===== config.mk =====
export PLATFORM = sky130hd
export DESIGN_NAME = mult_accum_ctrl
export DESIGN_NICKNAME = d
export VERILOG_FILES = /design/src/rtl/mult_accum_ctrl_pkg.sv /design/src/rtl/mult_accum_ctrl.sv
export SDC_FILE = /design/constraint.sdc
export NUM_CORES = 1
export LEC_CHECK = 0
export ABC_AREA = 1
export CORE_MARGIN = 2
export CORE_UTILIZATION = 52
export DETAILED_ROUTE_END_ITERATION = 10
export PLACE_DENSITY_LB_ADDON = 0.12
export SLEW_MARGIN = 30
export SYNTH_ARGS = -nofsm -noshare
export SYNTH_HDL_FRONTEND = slang
export SYNTH_SLANG_ARGS = --single-unit

===== constraint.sdc =====
create_clock -name clk -period 2.29 [get_ports clk]
set_input_delay 0.458 -clock clk [delete_from_list [all_inputs] [get_ports clk]]
set_output_delay 0.458 -clock clk [all_outputs]
set_load 0.01 [all_outputs]

===== src/rtl/mult_accum_ctrl_pkg.sv =====
// Shared constants and types for the shift-add multiplier slice.
package mult_accum_ctrl_pkg;

    // Existing operand-width constant used by the shift register.
    localparam int NBits = 8;

    // Operand width N; product and accumulator are 2*N bits.
    localparam int NBITS = NBits;

    // Iteration counter must reach NBITS, hence the extra bit.
    localparam int CNT_W = $clog2(NBITS) + 1;

    typedef enum logic [1:0] {
        IDLE = 2'd0,
        RUN  = 2'd1,
        DONE = 2'd2
    } mult_state_e;

endpackage


===== src/rtl/mult_accum_ctrl.sv =====
// Control and accumulate stage of the sequential shift-add multiplier.
// Drives the shift register's load/hold, adds the shifted multiplier into
// a 2N-bit accumulator per set multiplicand bit, and hands the product
// out through a valid/ack handshake.
module mult_accum_ctrl
    import mult_accum_ctrl_pkg::*;
(
    input  logic                 clk,
    input  logic                 rst,
    input  logic                 start,
    output logic                 ld,
    output logic                 shift_hold,
    input  logic [2*NBITS-1:0]   mplier_sh,
    input  logic [NBITS-1:0]     mcand_sh,
    output logic                 busy,
    output logic [2*NBITS-1:0]   product,
    output logic                 product_valid,
    input  logic                 product_ack,
    output logic [CNT_W-1:0]     iter_cnt
);

    mult_state_e               r_state;
    mult_state_e               w_next;
    logic [2*NBITS-1:0]        r_acc;
    logic [2*NBITS-1:0]        r_product;
    logic                      r_valid;
    logic [CNT_W-1:0]          r_iter;
    logic [2*NBITS-1:0]        w_sum;
    logic                      w_term;

    // Accumulator plus this iteration's partial product (wraps at 2^(2N)).
    assign w_sum  = r_acc + (mcand_sh[0] ? mplier_sh : '0);

    // Stop early once no multiplicand bits remain above the current one,
    // otherwise after the last bit position.
    assign w_term = (mcand_sh[NBITS-1:1] == '0) ||
                    (r_iter == CNT_W'(NBITS - 1));

    // State register.
    always_ff @(posedge clk or negedge rst) begin
        if (!rst) r_state <= IDLE;
        else      r_state <= w_next;
    end

    // Next-state and control outputs; ld is combinational so the shifter
    // loads its operands on the same edge the start is accepted.
    always_comb begin
        w_next     = r_state;
        ld         = 1'b0;
        shift_hold = 1'b1;
        busy       = 1'b0;
        case (r_state)
            IDLE: begin
                if (start) begin
                    ld     = 1'b1;
                    w_next = RUN;
                end
            end
            RUN: begin
                shift_hold = 1'b0;
                busy       = 1'b1;
                if (w_term) w_next = DONE;
            end
            DONE: begin
                busy = 1'b1;
                if (product_ack) w_next = IDLE;
            end
            default: w_next = IDLE;
        endcase
    end

    // Accumulator, iteration counter and product/valid registers.
    always_ff @(posedge clk or negedge rst) begin
        if (!rst) begin
            r_acc     <= '0;
            r_product <= '0;
            r_valid   <= 1'b0;
            r_iter    <= '0;
        end else begin
            case (r_state)
                IDLE: begin
                    if (start) begin
                        r_acc  <= '0;
                        r_iter <= '0;
                    end
                end
                RUN: begin
                    r_acc  <= w_sum;
                    r_iter <= r_iter + 1'b1;
                    if (w_term) begin
                        r_product <= w_sum;
                        r_valid   <= 1'b1;
                    end
                end
                DONE: begin
                    if (product_ack) r_valid <= 1'b0;
                end
                default: ;
            endcase
        end
    end

    assign product       = r_product;
    assign product_valid = r_valid;
    assign iter_cnt      = r_iter;

endmodule


; Yosys cells after proc, flatten, opt, wreduce, memory -nomap -nowiden
; Cells that the tools add are included.
[op_classes]
addsub = 2
eq_ne = 6
mux = 16
n_reduce_logical = 10
[op_table]
columns = operator, count
row1 = $mux 16, 2
row2 = $pmux 16 s2, 1
row3 = $add 16x16->16, 1
row4 = $pmux 4 s2, 1
row5 = $logic_not 7->1, 1
row6 = $mux 1, 6
row7 = $mux 2, 3
row8 = $ne 2x2->1 const B, 3
row9 = $pmux 2 s3, 1
row10 = $reduce_and 3->1, 2
row11 = $add 4x1->4 const B, 1
row12 = $eq 4x3->1 const B, 1
row13 = $mux 4, 1
row14 = $reduce_and 2->1, 2
row15 = $reduce_bool 2->1, 2
row16 = $eq 2x1->1 const B, 1
row17 = $eq 2x2->1 const B, 1
row18 = $logic_not 2->1, 1
row19 = $pmux 1 s2, 1
row20 = $reduce_or 2->1, 1
row21 = $logic_or 1x1->1, 1
[totals]
reg_bits = 39
output_inout_bits = 24

; Logic depth before layout (Yosys ltp)
[depth]
word_depth = 4
mapped_depth = 15

; Worst setup path before layout
; OpenSTA, ideal clock, no wires.
[synth_path]
path_kind = input-to-reg
from = in mcand_sh[0]
to = reg r_product[14], in the netlist product[14]
t_arrival_ns = 2.062
required_time_ns = 2.173
setup_slack_ns = 0.111
cell_stages = 14
n_path_buf = 2
path_cell_list = clkbuf_1 > clkbuf_1 > nand2_1 > inv_1 > ha_1 > fa_1 > nand2_1 > nand2_1 > nand3b_1 > nand2_1 > nand2_1 > nand3_1 > nand3_1 > nand2_1
[synth_via]
elab_chain_len = 2
[synth_rtl]
columns = element, line
row1 = start: declaration, mult_accum_ctrl.sv:14  ; input logic [NBITS-1:0] mcand_sh,
row2 = $mux 16, mult_accum_ctrl.sv:32  ; assign w_sum = r_acc + (mcand_sh[0] ? mplier_sh : '0);
row3 = $add 16x16->16, mult_accum_ctrl.sv:32
row4 = end signal: assignment, mult_accum_ctrl.sv:91  ; r_product <= w_sum;
row5 = end: declaration, mult_accum_ctrl.sv:25  ; logic [2*NBITS-1:0] r_product;
; No other way between the ends.
; A chain may end at the register's enable or synchronous reset.

; Worst setup path in the final report
[layout_path]
from = reg r_state[0]
to = out ld
[layout_via]
elab_chain_len = 2
[layout_rtl]
columns = element, line
row1 = start: declaration, mult_accum_ctrl.sv:22  ; mult_state_e r_state;
row2 = start signal: assignment, mult_accum_ctrl.sv:42  ; else r_state <= w_next;
row3 = $logic_not 2->1, mult_accum_ctrl.sv:52  ; case (r_state)
row4 = $mux 1, mult_accum_ctrl.sv:52
row5 = end: declaration, mult_accum_ctrl.sv:11  ; output logic ld,
; No other way between the ends.

==> qor.txt <==
H-Tree Level Count - 2
Post-Synth Adder-Cell Area - 9.791%
Area growth, synth to finish - 32.84%
Fin crit period - 2177 ps
Synth Area in Compound Gates - 5.894%
Max Cap Viol - 0
Via density - 4.857
Placement Cell Area - 3367 um2
CP cell instances - inv_1, ha_1, nand2_1, inv_1, clkdlybuf4s50_1
Post-layout util - 72.60%
Clock transition at the registers of the reported paths - 80 ps
Starting Density - 54.65%
CTS root buffer - clkbuf_8
CP max-delay cell - clkdlybuf4s50_1
DP Wirelength - 4.935 mm
Max incr delay on CP - 530 ps
Largest family of logic cells by synthesized area - simple AND/OR/NAND/NOR gates
DRC Markers - 0
Achievable clock frequency - 459.3 MHz
# rows - 25
Delay-heaviest family, CP - buffers and inverters
Place WS - -234.2 ps
Cts hold-fix bufs - 0
Nets@finish - 506
WP depth - 5
WHS - 129.7 ps
Post-CTS Setup Inserts - 0
Gr ovfl total - 0
Most frequent cells in the layout - nand2_1 (164), inv_1 (59), clkdlybuf4s50_1 (49), dfrtp_1 (39), nand3_1 (25)
Simple-Gate Fraction of Synth Area - 33.94%
Largest net degree at the start of global routing - 40
Hold Path Class - in2async
Clock Latency Late Sink - 290 ps
# diodes - 0
Overall routed net length - 6.549 mm
RSZ-0062 raised after global routing - false
Setup Viol. Count Final - 0
I/O pin cnt - 52
CTS max path bufs - 2
IO buf count - 51
Synth unique cells - 27
Number of global-route vias before repair - 2,475
Critical Path Most Common Cell - inv_1
Worst endpoint required time - 1830 ps
Fillcell total - 434
Pwr Density - 1045 nW/um2
RePlAce Congestion - 0.9270
Core Area - 4817 um2
Post-Syn Area - 2633 um2
Yosys warns - 0
Sequential Area - 975.9 um2
GRT Resource Usage Total - 25.79%
Worst Path Arrival - 1720 ps
Placed Instances - 518
Slew @ Worst Pin - 492.6 ps
First-pass GRT wire length - 11.04 mm
Sequential-to-total area share from yosys stat - 37.07%
Design area - 3497 um2
WL per Instance - 12.45 um
Initial antenna violation count - 0
Synthesized Nets - 431
Status - finished, final reports clean
Multi-input logic area - 1384 um2
DRT antenna net count - 0
Period Utilization, post-route - 95.08%
CP Max Fanout - 3
Peak VDD IR - 0.0006939 V
Static Leak - 2.057 nW
Yosys reg bits - 39
Chip height - 75.15 um
First DRT Iteration DRCs - 223
DR vias - 2,555
Die W - 75.15 um
Max_slew headroom - 67.16%
Multiplexer share of the synthesized area - 0%
Worst R2R Path Depth - 10
Layout Skew - 5.280 ps
Full die area - 5648 um2
CTS Buf Count - 5
Clock sinks - 39
Commonest non-fill, non-tap cell in the layout - nand2_1
Mapped Cells - 383
Buffers & Inverters on Critical Path - 3
Post-Synth XOR/XNOR Area - 2.662%
Worst Setup Start Kind - register
WS Path Type - reg2out
Crit. End Element - primary output
Final worst setup slack - 112.6 ps
Final TNS setup - 0 ps
Final Power - 3.654 mW
TritonRoute pass-1 iters - 4
CTS tree - yes
Synth Area per Inst - 6.873 um2
Non-filler cells in the finished layout - 526
Final Slew Violations - 0
Fraction of layout cells with a size suffix above 1 - 9.150%
Final hold violation count - 0
## cell type report
cell class	count	area share, %
Timing Repair Buffer	75	20.11
Clock buffer	6	2.361
Sequential cell	39	27.91
Inverter	62	6.655
Tap cell	67	2.397
Multi-Input combinational cell	275	39.57
Clock inverter	2	1.002
## layer usage
metal | vias to the layer above | share of wire, % | GRT usage [%]
met4 | 0 | 0.70 | 5.848
met2 | 60 | 44 | 40.55
li1 | 1321 | - | -
met3 | 4 | 5.1 | 4.685
met1 | 1170 | 50 | 37.26
met5 | - | 0 | 0
## cells by family (layout without fill, tap and decap cells)
| group | after synthesis | count (layout) |
|---|---|---|
| buffers and inverters | 69 | 145 |
| AOI/OAI and AO/OA | 27 | 27 |
| and+or+nand+nor | 220 | 220 |
| xor gates and xnor gates | 8 | 8 |
| adders and majority gates | 20 | 20 |
| DFF | 39 | 39 |
## Yosys cell counts (all sizes together)
cell type | number | area share (%)
a21oi | 14 | 2.7
a22o | 1 | 0.33
buf | 5 | 1.5
clkbuf | 2 | 0.29
dfrtp | 39 | 37
fa | 1 | 0.76
ha | 19 | 9.0
inv | 62 | 8.8
nand2 | 167 | 24
nand3 | 25 | 4.8
nand3b | 4 | 1.1
nand4 | 2 | 0.48
nor2 | 17 | 2.4
nor3 | 3 | 0.57
o21ai | 11 | 2.7
o22ai | 1 | 0.24
or2 | 2 | 0.48
xnor2 | 1 | 0.33
xor2 | 7 | 2.3
## power breakdown
group	switching [mW]	internal [mW]
clock	0.249	0.353
combinational	0.996	0.904
sequential	0.192	0.960
## state kept, by name, summed over array words and instances (netlist names)
signal / count
iter_cnt: 4
r_state: 2
r_acc: 16
product: 16
product_valid: 1
## timing repair
action | CTS | global route
endpoints found under the setup margin | 0 | 16
endpoints found under the hold margin | 0 | 0
resized for setup | 0 | 2
## worst paths after layout
check | from | endpoint | slack, ps
setup reg to reg | r_acc[0] | product[10] | 430
min in group clk | product[14] | product[14] | 480
setup / recovery | r_state[0] | ld | 110
max in group asynchronous | rst | product_valid | 1820
hold / removal | rst | r_acc[1] | 130
hold reg to reg | product[14] | product[14] | 480
No activity file was read; power rests on OpenSTA's default activity.
